--- config.mk ---
export PLATFORM = sky130hd
export DESIGN_NAME = lbp_mem_arb
export DESIGN_NICKNAME = d
export VERILOG_FILES = /design/src/rtl/lbp_pkg.sv /design/src/rtl/lbp_mem_arb_rr_pick.sv /design/src/rtl/lbp_mem_arb.sv
export SDC_FILE = /design/constraint.sdc
export NUM_CORES = 1
export LEC_CHECK = 0
export ABC_CLOCK_PERIOD_IN_PS = 3530
export CELL_PAD_IN_SITES_DETAIL_PLACEMENT = 0
export CELL_PAD_IN_SITES_GLOBAL_PLACEMENT = 1
export CORE_ASPECT_RATIO = 0.9
export CORE_MARGIN = 2
export CORE_UTILIZATION = 12
export DETAILED_ROUTE_END_ITERATION = 7
export HOLD_SLACK_MARGIN = 0.08
export PLACE_DENSITY_LB_ADDON = 0.1
export SKIP_CTS_REPAIR_TIMING = 1
export SLEW_MARGIN = 10
export SYNTH_ARGS = -nofsm -noshare
export SYNTH_HDL_FRONTEND = slang
export SYNTH_SLANG_ARGS = --single-unit
--- constraint.sdc ---
create_clock -name clk -period 3.53 [get_ports clk]
set_input_delay 0.706 -clock clk [delete_from_list [all_inputs] [get_ports clk]]
set_output_delay 0.706 -clock clk [all_outputs]
set_load 0.02 [all_outputs]
--- src/rtl/lbp_pkg.sv ---
// Shared definitions for the LBP memory arbiter.
//   LBP_AW / LBP_DW : default memory address / data widths
//   arb_mode_e      : arbitration mode encodings (static select, round-robin)
package lbp_pkg;

    localparam int LBP_AW = 12;
    localparam int LBP_DW = 8;

    typedef enum logic {
        ARB_STATIC = 1'b0,
        ARB_RR     = 1'b1
    } arb_mode_e;

endpackage

--- src/rtl/lbp_mem_arb_rr_pick.sv ---
// rr_pick: round-robin priority selector.
//   req : request vector, one bit per port
//   ptr : highest-priority port index for this cycle
//   gnt : one-hot winner; the first requester found scanning
//         ptr, ptr+1, ... modulo N. All zero when nothing requests.
module rr_pick #(
    parameter int N  = 2,
    parameter int PW = (N > 1) ? $clog2(N) : 1
) (
    input  logic [N-1:0]  req,
    input  logic [PW-1:0] ptr,
    output logic [N-1:0]  gnt
);

    localparam int unsigned NU = N;

    logic found;

    // Outer loop walks priority distance from ptr; the inner loop only
    // matches the single port sitting at that distance.
    always_comb begin
        gnt   = '0;
        found = 1'b0;
        for (int unsigned k = 0; k < NU; k++) begin
            for (int unsigned i = 0; i < NU; i++) begin
                if (!found && req[i] && (((32'(ptr) + k) % NU) == i)) begin
                    gnt[i] = 1'b1;
                    found  = 1'b1;
                end
            end
        end
    end

endmodule

--- src/rtl/lbp_mem_arb.sv ---
// lbp_mem_arb: arbitrates NPORT requesters onto a single LBP memory port.
//   clk, rst_n        : clock, asynchronous active-low reset
//   arb_mode, sel     : 0 = only port 'sel' eligible, 1 = round-robin
//   req/wen/addr/wdata: per-port requests (port i at slice i*W +: W)
//   gnt               : one-hot grant, accepted in the same cycle
//   rvalid/rdata      : per-port read return, RD_LAT cycles after grant
//   lbp_*             : memory request side; lbp_rdata is the return data
module lbp_mem_arb
    import lbp_pkg::*;
#(
    parameter int NPORT  = 2,
    parameter int AW     = LBP_AW,
    parameter int DW     = LBP_DW,
    parameter int RD_LAT = 1
) (
    input  logic                    clk,
    input  logic                    rst_n,
    input  logic                    arb_mode,
    input  logic [$clog2(NPORT)-1:0] sel,
    input  logic [NPORT-1:0]        req,
    input  logic [NPORT-1:0]        wen,
    input  logic [NPORT*AW-1:0]     addr,
    input  logic [NPORT*DW-1:0]     wdata,
    output logic [NPORT-1:0]        gnt,
    output logic [NPORT-1:0]        rvalid,
    output logic [NPORT*DW-1:0]     rdata,
    output logic [AW-1:0]           lbp_addr,
    output logic                    lbp_wen,
    output logic [DW-1:0]           lbp_wdata,
    output logic                    lbp_ren,
    input  logic [DW-1:0]           lbp_rdata
);

    localparam int SW = $clog2(NPORT);
    localparam int unsigned NU = NPORT;
    localparam int unsigned LU = RD_LAT;

    logic [SW-1:0]    ptr;
    logic [NPORT-1:0] rr_gnt;
    logic [NPORT-1:0] st_gnt;
    logic             any_gnt;
    logic [SW-1:0]    win;
    logic             win_wen;

    // Return pipeline: valid flag and originating port per stage.
    logic             rd_vld [RD_LAT];
    logic [SW-1:0]    rd_id  [RD_LAT];

    rr_pick #(
        .N  (NPORT),
        .PW (SW)
    ) u_rr_pick (
        .req (req),
        .ptr (ptr),
        .gnt (rr_gnt)
    );

    always_comb begin
        st_gnt = '0;
        for (int unsigned i = 0; i < NU; i++) begin
            if (sel == SW'(i)) begin
                st_gnt[i] = req[i];
            end
        end
    end

    // Grant is forced low while reset is held so the memory side stays idle.
    always_comb begin
        gnt = '0;
        if (rst_n) begin
            gnt = (arb_mode_e'(arb_mode) == ARB_RR) ? rr_gnt : st_gnt;
        end
    end

    always_comb begin
        win       = '0;
        win_wen   = 1'b0;
        lbp_addr  = '0;
        lbp_wdata = '0;
        for (int unsigned i = 0; i < NU; i++) begin
            if (gnt[i]) begin
                win       = SW'(i);
                win_wen   = wen[i];
                lbp_addr  = addr[i*AW +: AW];
                lbp_wdata = wen[i] ? wdata[i*DW +: DW] : '0;
            end
        end
    end

    assign any_gnt = |gnt;
    assign lbp_wen = any_gnt & win_wen;
    assign lbp_ren = any_gnt & ~win_wen;

    always_ff @(posedge clk or negedge rst_n) begin
        if (!rst_n) begin
            ptr <= '0;
        end else if (any_gnt) begin
            ptr <= (win == SW'(NPORT - 1)) ? '0 : win + SW'(1);
        end
    end

    always_ff @(posedge clk or negedge rst_n) begin
        if (!rst_n) begin
            for (int unsigned s = 0; s < LU; s++) begin
                rd_vld[s] <= 1'b0;
                rd_id[s]  <= '0;
            end
        end else begin
            rd_vld[0] <= lbp_ren;
            rd_id[0]  <= win;
            for (int unsigned s = 1; s < LU; s++) begin
                rd_vld[s] <= rd_vld[s-1];
                rd_id[s]  <= rd_id[s-1];
            end
        end
    end

    always_comb begin
        rvalid = '0;
        rdata  = '0;
        for (int unsigned i = 0; i < NU; i++) begin
            if (rd_vld[RD_LAT-1] && (rd_id[RD_LAT-1] == SW'(i))) begin
                rvalid[i]          = 1'b1;
                rdata[i*DW +: DW]  = lbp_rdata;
            end
        end
    end

endmodule

==> impl_results.md, run 1 <==
- Status: completed
- Post-route DRC violation count: 0
- Starting density of the core: 0.128
- Synth-to-Final Area Change: 201%
- Peak supply drop: 0.0893 mV
- Minimum clock period: 3.38 ns
- Number of filler cells placed in the layout: 439
- Mean Syn Cell Area: 8.58 sq um
- Achievable clock frequency: 296 MHz
- Gp weighted congestion: 0.727
- Root buffer selected by CTS: clkbuf_8
- Total number of nets in the final design: 215
- P_leak: 0.632 nW
- Worst Max-Slew Pin Slew: 0.490 ns
- Number of max-slew violations in the final report: 0
- Startpoint types: primary input
- Number of setup violations in the final report: 0
- Worst EP required: 2.82 ns
- Element type at the critical path end: output pin
- Area of placed instances: 1550 sq um
- Die span in y: 67.2 microns
- Number of buffers inserted during clock tree synthesis: 3
- Core area: 4160 sq um
- Number of antenna violations at the first check in global routing: 0
- Clock tree from TritonCTS: done
- Layout cell share with drive strength beyond 1: 0.0506
- Via total after detailed routing: 895
- DRC marker count from the first detailed-route iteration: 23
- Final WS setup: 0.153 ns
- Area of the mapped netlist: 532 sq um
- Total routing resource utilization after global routing: 0.0987
- Die area: 4980 sq um
- Period Utilization, post-route: 0.957
- Clock Skew: 0.00136 ns
- Count of state elements after synthesis: 3
- Congestion Overflow GR: 0
- Clock-pin slew on the worst setup and hold paths: 0.03 ns
- Area occupied by multi-input gates: 398 sq um
- Yosys synthesis warning count: 0
- Synth Net Count: 118
- Count of input and output buffers: 97
- Unrepaired setup endpoints after global routing: no
- Deepest clock path buffer count: 2
- Routed wirelength normalized by instance count: 12.3 microns
- Pin count of the biggest net entering global routing: 23
- Sinks on the clock net: 3
- Die width: 74.2 microns
- Max-capacitance violation count: 0
- Setup tns final: 0 ns
- Total inserted antenna cells: 0
- Worst path arrival time: 2.67 ns
- Wire length of the first global-routing pass: 3840 microns
- Class of the tightest hold or removal check: flip-flop to flip-flop
- Power density over cell area: 213 nW/um^2
- Number of nets still failing antenna checks after routing: 0
- HPWL Detailed: 2180 microns
- Via count of the first global-routing pass: 875
- Number of hold violations in the final report: 0
- CP Class: primary input to output pin
- First-pass iteration count of the detailed router: 4
- Final Hold Slack: 0.499 ns
- Number of different library cells in the post-synthesis netlist: 19
- CP max FO: 10
- Final design utilization: 0.385
- Reg area: 75.1 sq um
- Floorplan row count: 22
- Maximum level of the CTS H-tree: 1
- Slew margin rel.: 0.673
- DRT Wirelength: 2680 microns
- Number of cells produced by synthesis: 62
- Sequential area share after synthesis: 0.141
- Number of I/O pins: 98
- Worst slack at placement: 0.145 ns
- Design area: 1600 sq um
- Insertion delay to the later sink of the worst-skew pair: 0.22 ns
- Drt via density: 4.11
worst max-delay path: stages:
cell and delay, ns:
clkdlybuf4s50_1 0.46, o211a_1 0.29, and3_1 0.30, a211oi_2 0.27, clkdlybuf4s50_1 0.65
synth_stat cells:
| master | count | area, sq um |
|---|---|---|
| a211oi_2 | 1 | 12.5 |
| a21o_1 | 1 | 7.51 |
| a21oi_1 | 2 | 10.0 |
| a22o_1 | 12 | 105 |
| a32o_1 | 8 | 80.1 |
| a32oi_1 | 1 | 8.76 |
| and2_1 | 11 | 68.8 |
| and3_1 | 10 | 62.6 |
| buf_1 | 1 | 3.75 |
| buf_2 | 2 | 10.0 |
| buf_4 | 1 | 7.51 |
| buf_6 | 3 | 33.8 |
| clkbuf_1 | 1 | 3.75 |
| dfrtp_1 | 3 | 75.1 |
| nand2b_4 | 1 | 13.8 |
| nand3_1 | 1 | 5.00 |
| nand3b_1 | 1 | 7.51 |
| nor2b_1 | 1 | 6.26 |
| o211a_1 | 1 | 10.0 |
layer usage:
layer,up-vias,part of all wire,GRT usage,wire (microns)
met5,-,0,0,0
met4,0,0.019,0.0614,50
met3,4,0.078,0.00746,208
met2,46,0.51,0.177,1360
met1,402,0.40,0.113,1060
li1,443,-,-,-
worst paths after layout:
| kind | start | slack (ns) | cells after the start | to |
|---|---|---|---|---|
| max | arb_mode | 0.15 | 5 | lbp_ren |
| max in group asynchronous | rst_n | 2.64 | 2 | rd_vld |
| min reg2reg | ptr | 0.50 | 1 | ptr |
| max reg2reg | ptr | 2.25 | 3 | rd_vld |
| min in group asynchronous | rst_n | 0.79 | 2 | rd_id |
| min | ptr | 0.50 | 1 | ptr |
metrics by stage:
step | power (W) | std cells
after CTS | 0.000347 | 218
after detailed placement | 0.000244 | 214
final | 0.000341 | 218
after floorplan | 0.000124 | 62
after global placement | 0.000243 | 214
after global routing | 0.000360 | 218
cells in the final DEF (no fill, tap or decap), types with 2 or more instances in the layout:
cell type,instances
a21oi_1,2
a22o_1,12
a32o_1,8
and2_1,11
and3_1,10
buf_4,2
clkbuf_8,3
clkdlybuf4s50_1,97
dfrtp_1,3
cell families (layout without fill, tap and decap cells):
kind of cell / Yosys count / after routing / share of synthesized area
simple gates: 25 / 25 / 0.308
buf+inv: 8 / 104 / 0.111
flops: 3 / 3 / 0.141
compound gates: 26 / 26 / 0.440
registers in the layout, indices dropped and copies added (netlist names):
register / flops
ptr: 1
rd_id: 1
rd_vld: 1
area by class of cell:
class                   count  area share
multi-input cells          51       0.249
well taps                  60      0.0469
flip-flops and latches      3      0.0469
repair buffers            100       0.629
clock buffers               4      0.0282
power by group:
part | total (W) | switching, W | internal [W]
clock | 0.0000994 | 0.0000224 | 0.0000770
combinational | 0.000195 | 0.0000760 | 0.000119
sequential | 0.0000460 | 0.00000678 | 0.0000392
total | 0.000341 | 0.000105 | 0.000236
(Power assumes the default switching activity.)
==> run 2: changes to the inputs <==
==> constraint.sdc (replaced) <==
create_clock -name clk -period 3.53 [get_ports clk]
set_input_delay 0.706 -clock clk [delete_from_list [all_inputs] [get_ports clk]]
set_output_delay 0.706 -clock clk [all_outputs]
set_load 0.1 [all_outputs]
==> run 2 against run 1 <==
Against the previous run: worst setup slack improved by 0.25 ns; sequential cell count did not move; critical path depth did not move; fmax rose by 8.0%; clock power barely moved; design area rose by 11%; register-to-register slack got worse by 0.18 ns; combinational power rose by 100%; largest cell class unchanged.
==> impl_results.md, run 2 (synthesis results as in run 1) <==
- Final design utilization: 0.427 (+0.0421)
- Number of setup violations in the final report: 0 (unchanged)
- Maximum level of the CTS H-tree: 1 (unchanged)
- Total inserted antenna cells: 0 (unchanged)
- Reg area: 75.1 sq um (unchanged)
- Period Utilization, post-route: 0.886 (-0.0707)
- Via count of the first global-routing pass: 852 (-2.6%)
- HPWL Detailed: 2330 microns (+6.7%)
- Insertion delay to the later sink of the worst-skew pair: 0.22 ns (about the same)
- Worst hold path startpoint: ptr
- Synth-to-Final Area Change: 234%
- P_leak: 0.777 nW (+23%)
- Standard cell with the maximum stage delay on the critical path: clkdlybuf4s50_1
- Achievable clock frequency: 320 MHz (+8.0%)
- Unrepaired setup endpoints after global routing: no
- Core area: 4160 sq um (unchanged)
- Setup tns final: 0 ns (unchanged)
- Pin count of the biggest net entering global routing: 23 (unchanged)
- R2r setup slk: 2.07 ns (-0.18 ns)
- Congestion Overflow GR: 0 (unchanged)
- Area occupied by multi-input gates: 398 sq um (unchanged)
- Root buffer selected by CTS: clkbuf_8
- DRT Wirelength: 2840 microns (+5.9%)
- Deepest clock path buffer count: 2 (unchanged)
- Die width: 74.2 microns (unchanged)
- Slowest stage delay, CP: 0.57 ns (-0.08 ns)
- Category of cells accounting for the largest share of critical-path delay: buffers and inverters
- Number of max-slew violations in the final report: 0 (unchanged)
- Drt via density: 4.14 (+0.80%)
- Clock-pin slew on the worst setup and hold paths: 0.03 ns (about the same)
- Registers with the most flip-flops: ptr (1), rd_id (1), rd_vld (1)
- Via total after detailed routing: 898 (+0.34%)
- Total routing resource utilization after global routing: 0.106 (+0.00744)
- Clock tree from TritonCTS: done
- Minimum clock period: 3.13 ns (-0.250 ns)
- Crit-path cells: clkdlybuf4s50_1 -> o211a_1 -> and2_1 -> a22o_1 -> buf_12
- Sinks on the clock net: 3 (unchanged)
- Count of input and output buffers: 97 (unchanged)
- DRC marker count from the first detailed-route iteration: 20 (-13%)
- Final Hold Slack: 0.497 ns (-0.00231 ns)
- Hold Crit Depth: 1 (unchanged)
- Reg2Reg Depth: 3 (unchanged)
- Die area: 4980 sq um (unchanged)
- Number of hold violations in the final report: 0 (unchanged)
- Element type at the critical path end: output pin
- Wire length of the first global-routing pass: 4040 microns (+5.4%)
- Clock Skew: 0.00137 ns (+0.00000855 ns)
- Post-route DRC violation count: 0 (unchanged)
- Total number of nets in the final design: 214 (-0.47%)
- Power density over cell area: 304 nW/um^2 (+43%)
- Number of filler cells placed in the layout: 404 (-8.0%)
- Number of antenna violations at the first check in global routing: 0 (unchanged)
- Slew margin rel.: 0.659 (-0.0137)
- Worst min-delay path endpoint: ptr
- CP max FO: 14 (+4)
- Starting density of the core: 0.128 (unchanged)
- Buffers & Inverters on Critical Path: 2 (unchanged)
- Peak supply drop: 0.125 mV (+40%)
- CP Class: primary input to output pin
- Power consumption: 0.000539 W (+58%)
- Class of the tightest hold or removal check: flip-flop to flip-flop
- Startpoint types: primary input
- Status: completed
- Max-capacitance violation count: 0 (unchanged)
- R2r endpoint: rd_vld
- Most frequent cells in the layout: clkdlybuf4s50_1, buf_12, buf_4
- Critical register-to-register path startpoint: ptr
- Die span in y: 67.2 microns (unchanged)
- Most common library cell in the layout ignoring fill and taps: clkdlybuf4s50_1
- Number of buffers inserted during clock tree synthesis: 3 (unchanged)
- Layout cell share with drive strength beyond 1: 0.312 (+0.261)
- Floorplan row count: 22 (unchanged)
- Number of I/O pins: 98 (unchanged)
- Worst path arrival time: 2.42 ns (-0.25 ns)
- Routed wirelength normalized by instance count: 13.1 microns (+6.4%)
- Number of nets still failing antenna checks after routing: 0 (unchanged)
- Worst EP required: 2.82 ns (about the same)
- Worst Max-Slew Pin Slew: 0.512 ns (+0.0216 ns)
- First-pass iteration count of the detailed router: 4 (unchanged)
- Gp weighted congestion: 0.691 (-5.0%)
==> run 2: cell count changes in the layout (fill, tap and decap cells not counted), sizes merged <==
cell	delta
clkdlybuf4s50	-42
buf	+41
==> run 2: metrics by stage <==
step / setup WS [ns] / instance area (sq um) / std cells
after floorplan: 0.151 / 532 / 62
after global placement: 0.426 / 1730 / 213
after detailed placement: 0.381 / 1730 / 213
after CTS: 0.367 / 1770 / 217
after global routing: 0.257 / 1770 / 217
final: 0.403 / 1770 / 217
==> run 2: worst max-delay path by stage <==
stage	cells after the start	to	from	slack [ns]
floorplan	5	lbp_ren	rst_n	0.15
global placement	6	lbp_wdata[0]	rst_n	0.43
detailed placement	5	lbp_addr[7]	rst_n	0.38
CTS	5	lbp_addr[7]	rst_n	0.37
global route	5	lbp_addr[7]	rst_n	0.26
finish	5	lbp_addr[7]	rst_n	0.40
==> run 2: layer usage <==
| metal | global-route usage | part of all wire | up-vias | wire length, microns |
|---|---|---|---|---|
| met1 | 0.125 | 0.40 | 406 | 1120 |
| met2 | 0.185 | 0.51 | 48 | 1450 |
| met3 | 0.0149 | 0.067 | 6 | 190 |
| met5 | 0 | 0 | - | 0 |
| met4 | 0.0568 | 0.027 | 0 | 76 |
| li1 | - | - | 438 | - |
==> run 2: layout make-up <==
class | count | share of cell area
Timing Repair Buffer | 99 | 0.666
Multi-Input combinational cell | 51 | 0.224
Sequential cell | 3 | 0.0423
Tap cell | 60 | 0.0423
Clock buffer | 4 | 0.0254
==> run 2: report_power, final <==
group          total [W]  switching, W  internal, W
sequential     0.0000459    0.00000662    0.0000392
clock           0.000101     0.0000237    0.0000771
combinational   0.000392      0.000243     0.000150
==> run 3: changes to the inputs <==
- MAX_ROUTING_LAYER: unset -> met4
==> run 3 against run 2 <==
Against the previous run: clock-buffer cell count unchanged; combinational power barely moved; critical path depth unchanged; cell count is the same; design area unchanged; clock power is essentially flat.
==> impl_results.md, run 3 (synthesis results as in run 1) <==
- Deepest clock path buffer count: 2 (unchanged)
- Worst hold path startpoint: ptr
- Number of max-slew violations in the final report: 0 (unchanged)
- Worst path arrival time: 2.42 ns (about the same)
- Number of nets still failing antenna checks after routing: 0 (unchanged)
- CP max FO: 14 (unchanged)
- Registers with the most flip-flops: ptr (1), rd_id (1), rd_vld (1)
- Status: completed
- Number of I/O pins: 98 (unchanged)
- Critical register-to-register path startpoint: ptr
- Via count of the first global-routing pass: 852 (unchanged)
- Number of antenna violations at the first check in global routing: 0 (unchanged)
- Starting density of the core: 0.128 (unchanged)
- Layout cell share with drive strength beyond 1: 0.312 (unchanged)
- Insertion delay to the later sink of the worst-skew pair: 0.22 ns (about the same)
- Drt via density: 4.14 (unchanged)
- DRT Wirelength: 2840 microns (about the same)
- Element type at the critical path end: output pin
- Worst EP required: 2.82 ns (about the same)
- Total number of nets in the final design: 214 (unchanged)
- Standard cell with the maximum stage delay on the critical path: clkdlybuf4s50_1
- Area occupied by multi-input gates: 398 sq um (unchanged)
- Worst Max-Slew Pin Slew: 0.512 ns (unchanged)
- Unrepaired setup endpoints after global routing: no
- Power consumption: 0.000539 W (about the same)
- Synth-to-Final Area Change: 234% (unchanged)
- Gp weighted congestion: 0.698 (+1.1%)
- R2r endpoint: rd_vld
- Maximum level of the CTS H-tree: 1 (unchanged)
- Final design utilization: 0.427 (unchanged)
- Total inserted antenna cells: 0 (unchanged)
- Die span in y: 67.2 microns (unchanged)
- Slew margin rel.: 0.659 (unchanged)
- Placed insts: 213 (unchanged)
- HPWL Detailed: 2330 microns (unchanged)
- Class of the tightest hold or removal check: flip-flop to flip-flop
- Final WS setup: 0.403 ns (unchanged)
- Setup tns final: 0 ns (unchanged)
- Core area: 4160 sq um (unchanged)
- Clock Skew: 0.00137 ns (unchanged)
- Crit-path cells: clkdlybuf4s50_1 -> o211a_1 -> and2_1 -> a22o_1 -> buf_12
- Number of filler cells placed in the layout: 404 (unchanged)
- Clock tree from TritonCTS: done
- Worst min-delay path endpoint: ptr
- Minimum clock period: 3.13 ns (unchanged)
- Worst slack at placement: 0.381 ns (unchanged)
- Peak supply drop: 0.125 mV (about the same)
- Routed wirelength normalized by instance count: 13.1 microns (about the same)
- Post-route DRC violation count: 0 (unchanged)
- DRC marker count from the first detailed-route iteration: 20 (unchanged)
- Reg area: 75.1 sq um (unchanged)
- Pin count of the biggest net entering global routing: 23 (unchanged)
- Most frequent cells in the layout: clkdlybuf4s50_1, buf_12, buf_4
- Wire length of the first global-routing pass: 4040 microns (unchanged)
- Final standard cell count with taps included and fillers excluded: 217 (unchanged)
- R2r setup slk: 2.07 ns (about the same)
- Period Utilization, post-route: 0.886 (unchanged)
- First-pass iteration count of the detailed router: 4 (unchanged)
- Achievable clock frequency: 320 MHz (unchanged)
- Power density over cell area: 304 nW/um^2 (about the same)
- Count of input and output buffers: 97 (unchanged)
- Number of hold violations in the final report: 0 (unchanged)
- Die width: 74.2 microns (unchanged)
- Die area: 4980 sq um (unchanged)
- Startpoint types: primary input
- Clock-pin slew on the worst setup and hold paths: 0.03 ns (about the same)
- Hold Crit Depth: 1 (unchanged)
- Root buffer selected by CTS: clkbuf_8
- Number of setup violations in the final report: 0 (unchanged)
- Reg2Reg Depth: 3 (unchanged)
- Most common library cell in the layout ignoring fill and taps: clkdlybuf4s50_1
- Floorplan row count: 22 (unchanged)
- Number of buffers inserted during clock tree synthesis: 3 (unchanged)
- Congestion Overflow GR: 0 (unchanged)
- P_leak: 0.777 nW (unchanged)
- Max-capacitance violation count: 0 (unchanged)
- Sinks on the clock net: 3 (unchanged)
- Slowest stage delay, CP: 0.57 ns (about the same)
- Total routing resource utilization after global routing: 0.109 (+0.00306)
- Via total after detailed routing: 898 (unchanged)
- CP Class: primary input to output pin
==> run 3: cell counts in the layout (fill, tap and decap cells not counted) <==
Identical to the previous run, type by type.
==> run 3: report_power, final <==
| part | leakage (nW) | internal (W) | switching (W) |
|---|---|---|---|
| sequential | 0.0373 | 0.0000392 | 0.00000662 |
| clock | 0.0228 | 0.0000771 | 0.0000237 |
| combinational | 0.717 | 0.000150 | 0.000243 |
| total | 0.777 | 0.000266 | 0.000273 |
==> run 3: area by class of cell <==
type,count,share of cell area
Clock buffer,4,0.0254
Sequential cell,3,0.0423
Tap cell,60,0.0423
Multi-Input combinational cell,51,0.224
Timing Repair Buffer,99,0.666
==> run 3: how the worst max path moves through the flow <==
stage / start / end
after global placement: rst_n / lbp_wdata[0]
after detailed placement: rst_n / lbp_addr[7]
after global routing: rst_n / lbp_addr[7]
after CTS: rst_n / lbp_addr[7]
after floorplan: rst_n / lbp_ren
final: rst_n / lbp_addr[7]
==> run 3: layer usage <==
metal	share of wire	vias to the layer above	GRT usage
met1	0.40	406	0.126
met4	0.027	0	0.0568
met3	0.065	6	0.0134
met5	0	-	-
li1	-	438	-
met2	0.51	48	0.185
==> run 3: through the flow <==
step	area, sq um	hold slack, ns
after floorplan	532	0.410
after global placement	1730	0.488
after detailed placement	1730	0.485
after CTS	1770	0.499
after global routing	1770	0.541
final	1770	0.497
==> run 3: worst max-delay path, delay by kind of cell <==
| family | cells | cell delay, ns |
|---|---|---|
| compound gates | 2 | 0.49 |
| simple gates | 1 | 0.46 |
| buf+inv | 2 | 0.75 |
==> RTL edit 1 (config.mk and constraints of run 2) <==
`LBP_DW`: 8 -> 12.
--- a/src/rtl/lbp_pkg.sv
+++ b/src/rtl/lbp_pkg.sv
@@ -4,7 +4,7 @@
 package lbp_pkg;
 
     localparam int LBP_AW = 12;
-    localparam int LBP_DW = 8;
+    localparam int LBP_DW = 12;
 
     typedef enum logic {
         ARB_STATIC = 1'b0,
Ports: changed (resized lbp_rdata, lbp_wdata, rdata and wdata); port bits go from 98 to 122. The function was not compared with the original's and may differ.
==> RTL edit 1 against run 2 <==
Setup slack worse by 0.10 ns; non-clock buffer count up 24; sequential cell count unchanged; critical endpoint is now lbp_addr[6]; largest power group unchanged; final cell count up 22%; register-to-register slack worse by 0.06 ns; final area up 23%; wire length up 28%; total power up 15%; sequential share of layout area down 0.79 points; synthesized area up 26%.
==> RTL edit 1: results (changes against run 2) <==
CTS
  – CTS root buffer: sky130_fd_sc_hd__clkbuf_8

Finish
  – Logic inverters: 2 (+2)
  – Fraction of standard cell area in multi-input logic: 23.94% (+1.5 points)
  – Layout buffer count excluding clock buffers: 123 (+24%)
  – Final clock-cell share: 2.067% (-0.47 points)
  – Multi-input combinational cell count: 66 (+29%)
  – Final layout net count: 267 (+25%)
  – Buffer share of cell area: 66.13% (-0.44 points)
  – Layout cell share with drive strength beyond 1: 34.85% (+3.6 points)
  – Filler cells: 522 (+29%)

Critical path
  – Largest incremental delay on the critical path: 0.48 ns (-0.09 ns)
  – Register-to-register path setup slack: 2.01 ns (-0.06 ns)
  – Family with the most delay on the worst path: buffers and inverters
  – Arrival time at the worst endpoint: 2.52 ns (+0.10 ns)
  – Crit-path max FO: 13 (-1)

Synth
  – Cell types with the highest counts after synthesis: 24 x sky130_fd_sc_hd__a22o_1, 13 x sky130_fd_sc_hd__and2_1, 12 x sky130_fd_sc_hd__and3_1
  – Net count of the mapped netlist: 147 (+25%)
  – Part of the Yosys area used for sequential elements: 11.24% (-2.9 points)

Global route
  – Grt met1 use: 11.90% (-0.62 points)
  – Maximum number of pins on one net before global-route repair: 15 (-35%)
  – M2 GR Usage: 19.35% (+0.83 points)
  – Vias in the first global route: 1041 (+22%)
  – Global-route wire length before repair: 5071 um (+25%)
  – Met3 global-route usage: 4.556% (+3.1 points)

Place
  – Sum of net half-perimeters after detailed placement: 3146 um (+35%)
  – I/O Buffers: 121 (+25%)
  – Setup WS pre-CTS: 0.2966 ns (-0.08436 ns)
  – Final weighted congestion in routability-driven placement: 0.6739 (-2.4%)

Drt
  – Wire length per cell after detailed routing: 13.65 um (+4.4%)
  – Number of detailed-route iterations in the first pass: 4 (unchanged)
  – Number of DRC markers after the initial detailed-route iteration: 40 (+100%)
  – Via count: 1063 (+18%)

Timing
  – Fin crit share: 91.45% (+2.9 points)
  – Post-Route Skew: 0.0009686 ns (-0.0003998 ns)
  – Max transition margin: 54.08% (-12 points)

Power
  – Peak supply drop: 0.0001678 V (+34%)

Outcome
  – Status: completed
==> RTL edit 1: cell count changes in the layout (fill, tap and decap cells not counted), sizes merged, moves of 3 or more <==
cell,run 2,this run
buf,44,56
clkdlybuf4s50,55,67
a22o,12,24
a32o,8,0
and3,10,13
==> RTL edit 1: stage by stage <==
stage,instances,instance area [sq um],total power [mW],utilization [%],hold slack (ns)
6_report,265,2180,0.6220,40.99,0.5775
3_5_place_dp,261,2135,0.5245,40.14,0.5851
2_1_floorplan,79,673.1,0.3351,-,0.4104
3_3_place_gp,261,2135,0.5209,40.14,0.5757
5_1_grt,265,2180,0.6491,40.99,0.6161
4_1_cts,265,2180,0.6293,40.99,0.5859
==> RTL edit 1: metal layers <==
layer  vias to the layer above  wire (um)
li1                        543          -
met1                       463       1304
met2                        55       1938
met3                         2        366
met4                         0          7
met5                         -          0
==> RTL edit 1: final timing paths <==
check | start | end | depth (start not counted)
worst max-delay path | arb_mode | lbp_addr[6] | 6
worst min-delay path | ptr | ptr | 2
worst max register to register | ptr | rd_vld | 3
worst min register to register | ptr | ptr | 2
max in group asynchronous | rst_n | ptr | 1
min in group asynchronous | rst_n | rd_id | 1
==> RTL edit 1: logic make-up (layout without fill, tap and decap cells) <==
| kind of cell | after synthesis | count (layout) | share of synthesized area [%] |
|---|---|---|---|
| AO/OA/AOI/OAI | 27 | 27 | 34.46 |
| buffers and inverters | 10 | 129 | 11.42 |
| flip-flops | 3 | 3 | 11.24 |
| AND/OR/NAND/NOR | 39 | 39 | 42.89 |
==> RTL edit 1: where the power goes <==
part / switching, mW / internal [mW]
clock network: 0.0235 / 0.0771
registers: 0.00807 / 0.0387
logic: 0.294 / 0.180
==> RTL edit 2 (settings of run 2) <==
Without the edit above. Register the input `arb_mode` before use. The logic sees it one clock later. The other inputs are not delayed to match.
--- a/src/rtl/lbp_mem_arb.sv
+++ b/src/rtl/lbp_mem_arb.sv
@@ -35,6 +35,12 @@
     localparam int unsigned NU = NPORT;
     localparam int unsigned LU = RD_LAT;
 
+    logic arb_mode_q;
+
+    always_ff @(posedge clk) begin
+        arb_mode_q <= arb_mode;
+    end
+
     logic [SW-1:0]    ptr;
     logic [NPORT-1:0] rr_gnt;
     logic [NPORT-1:0] st_gnt;
@@ -68,7 +74,7 @@
     always_comb begin
         gnt = '0;
         if (rst_n) begin
-            gnt = (arb_mode_e'(arb_mode) == ARB_RR) ? rr_gnt : st_gnt;
+            gnt = (arb_mode_e'(arb_mode_q) == ARB_RR) ? rr_gnt : st_gnt;
         end
     end
 
Formal check against the unedited RTL: not equivalent (a bounded check fails within 4 cycles, from zero or initial values and one cycle with rst_n low).
==> RTL edit 2 against run 2 <==
Sequential power up 20%; final area up 2.5%; total power down 4.7%; worst hold slack better by 0.032 ns; synthesized area up 5.2%; sequential cell count up 1; wire length down 1.1%; setup slack better by 0.0012 ns; final cell count up 1.4%; critical path type unchanged; largest power group unchanged; highest routed layer is now met3.
==> RTL edit 2: results (changes against run 2) <==
Place
  – Sum of net half-perimeters after detailed placement: 2380 um (+2.2%)
  – Final weighted congestion in routability-driven placement: 0.6867 (-0.58%)
  – Instance area after placement: 1773 sq um (+2.5%)
  – DP Cell Count: 216 (+1.4%)
  – Setup WS pre-CTS: 0.3755 ns (-0.005418 ns)

Finish
  – Number of inserted diodes: 0 (unchanged)
  – Filler cells: 433 (+7.2%)
  – Final layout net count: 215 (+0.47%)
  – Layout cell share with drive strength beyond 1: 34.18% (+3.0 points)

Synth
  – Part of the Yosys area used for sequential elements: 17.00% (+2.9 points)
  – Number of distinct library cell variants in the gate-level netlist after synthesis: 21 (+2)
  – Net count of the mapped netlist: 117 (-0.85%)
  – Synth Area in Compound Gates: 41.61% (-2.4 points)
  – Share of flip-flops with an asynchronous set or reset after synthesis: 75.00% (-25 points)
  – Cell types with the highest counts after synthesis: 13 x sky130_fd_sc_hd__a22o_1, 9 x sky130_fd_sc_hd__and2_1, 8 x sky130_fd_sc_hd__a32o_1, 8 x sky130_fd_sc_hd__and3_1
  – Warnings, synthesis: 0 (unchanged)
  – Largest cells by area after synthesis: sky130_fd_sc_hd__a22o_1 20%, sky130_fd_sc_hd__a32o_1 14%, sky130_fd_sc_hd__dfrtp_1 13%
  – Post-synthesis area per instance: 9.169 sq um (+6.9%)

CTS
  – Clock-pin slew on the worst setup and hold paths: 0.03 ns (about the same)

Timing
  – Worst-case hold slack: 0.5282 ns (+0.03164 ns)
  – Max transition margin: 62.50% (-3.4 points)
  – Post-Route Skew: 0.006516 ns (+0.005148 ns)
  – Fin crit share: 88.56% (about the same)

Power
  – Leakage: 0.7811 nW (+0.54%)
  – Peak supply drop: 0.0001138 V (-9.2%)

Drt
  – Number of detailed-route iterations in the first pass: 3 (-1)
  – Final routed wirelength across all metal layers: 2807 um (-1.1%)
  – Number of DRC markers after the initial detailed-route iteration: 18 (-10%)
  – Wire length per cell after detailed routing: 12.76 um (-2.4%)
  – Via count: 907 (+1.0%)

Global route
  – Global-route wire length before repair: 4436 um (+9.7%)
  – Vias in the first global route: 918 (+7.7%)
  – Antenna violations before repair: 0 (unchanged)
  – Maximum number of pins on one net before global-route repair: 26 (+13%)
  – GR Util All Layers: 10.27% (-0.34 points)

Critical path
  – Register-to-register path setup slack: 2.21 ns (+0.14 ns)
  – Crit-path max FO: 9 (-5)

Outcome
  – Status: completed
[RTL edit 2: changes by cell type after synthesis, moves of 2 or more]
cell,change
sky130_fd_sc_hd__a21oi_1,-2
sky130_fd_sc_hd__and3_1,-2
sky130_fd_sc_hd__buf_2,-2
sky130_fd_sc_hd__inv_1,+3
sky130_fd_sc_hd__and2_1,-2
[RTL edit 2: power breakdown]
part	switching (mW)	total [mW]	internal [mW]
combinational	0.215	0.359	0.144
sequential	0.00502	0.0552	0.0502
clock	0.0224	0.0994	0.0770
[RTL edit 2: path summary, 6_finish.rpt]
kind,from,to,cells after the start
max in group asynchronous,rst_n,ptr,1
max reg2reg,arb_mode_q,rd_vld,4
min in group asynchronous,rst_n,rd_id,1
min reg2reg,ptr,ptr,1
min,ptr,ptr,1
max,rst_n,lbp_wdata[2],5
[RTL edit 2: cell type report]
| type | instances | area, sq um | area share [%] |
|---|---|---|---|
| repair buffers | 99 | 1181 | 64.97 |
| multi-input cells | 48 | 407.9 | 22.44 |
| flip-flops and latches | 4 | 95.09 | 5.231 |
| well taps | 62 | 77.57 | 4.267 |
| clock buffers | 4 | 45.04 | 2.478 |
| inverters | 3 | 11.26 | 0.6194 |
[RTL edit 2: worst max-delay path: stages]
cell	delay, ns
sky130_fd_sc_hd__clkdlybuf4s50_1	0.57
sky130_fd_sc_hd__nand2_1	0.17
sky130_fd_sc_hd__nor4_4	0.52
sky130_fd_sc_hd__a32o_1	0.26
sky130_fd_sc_hd__buf_12	0.19
[RTL edit 2: per-layer routing]
metal	up-vias	global-route usage [%]	part of all wire (%)	wire length (um)
li1	439	-	-	-
met1	410	10.83	36	1001
met2	58	19.98	51	1440
met3	0	4.427	13	365
met4	0	1.364	0	0
met5	-	0	0	0
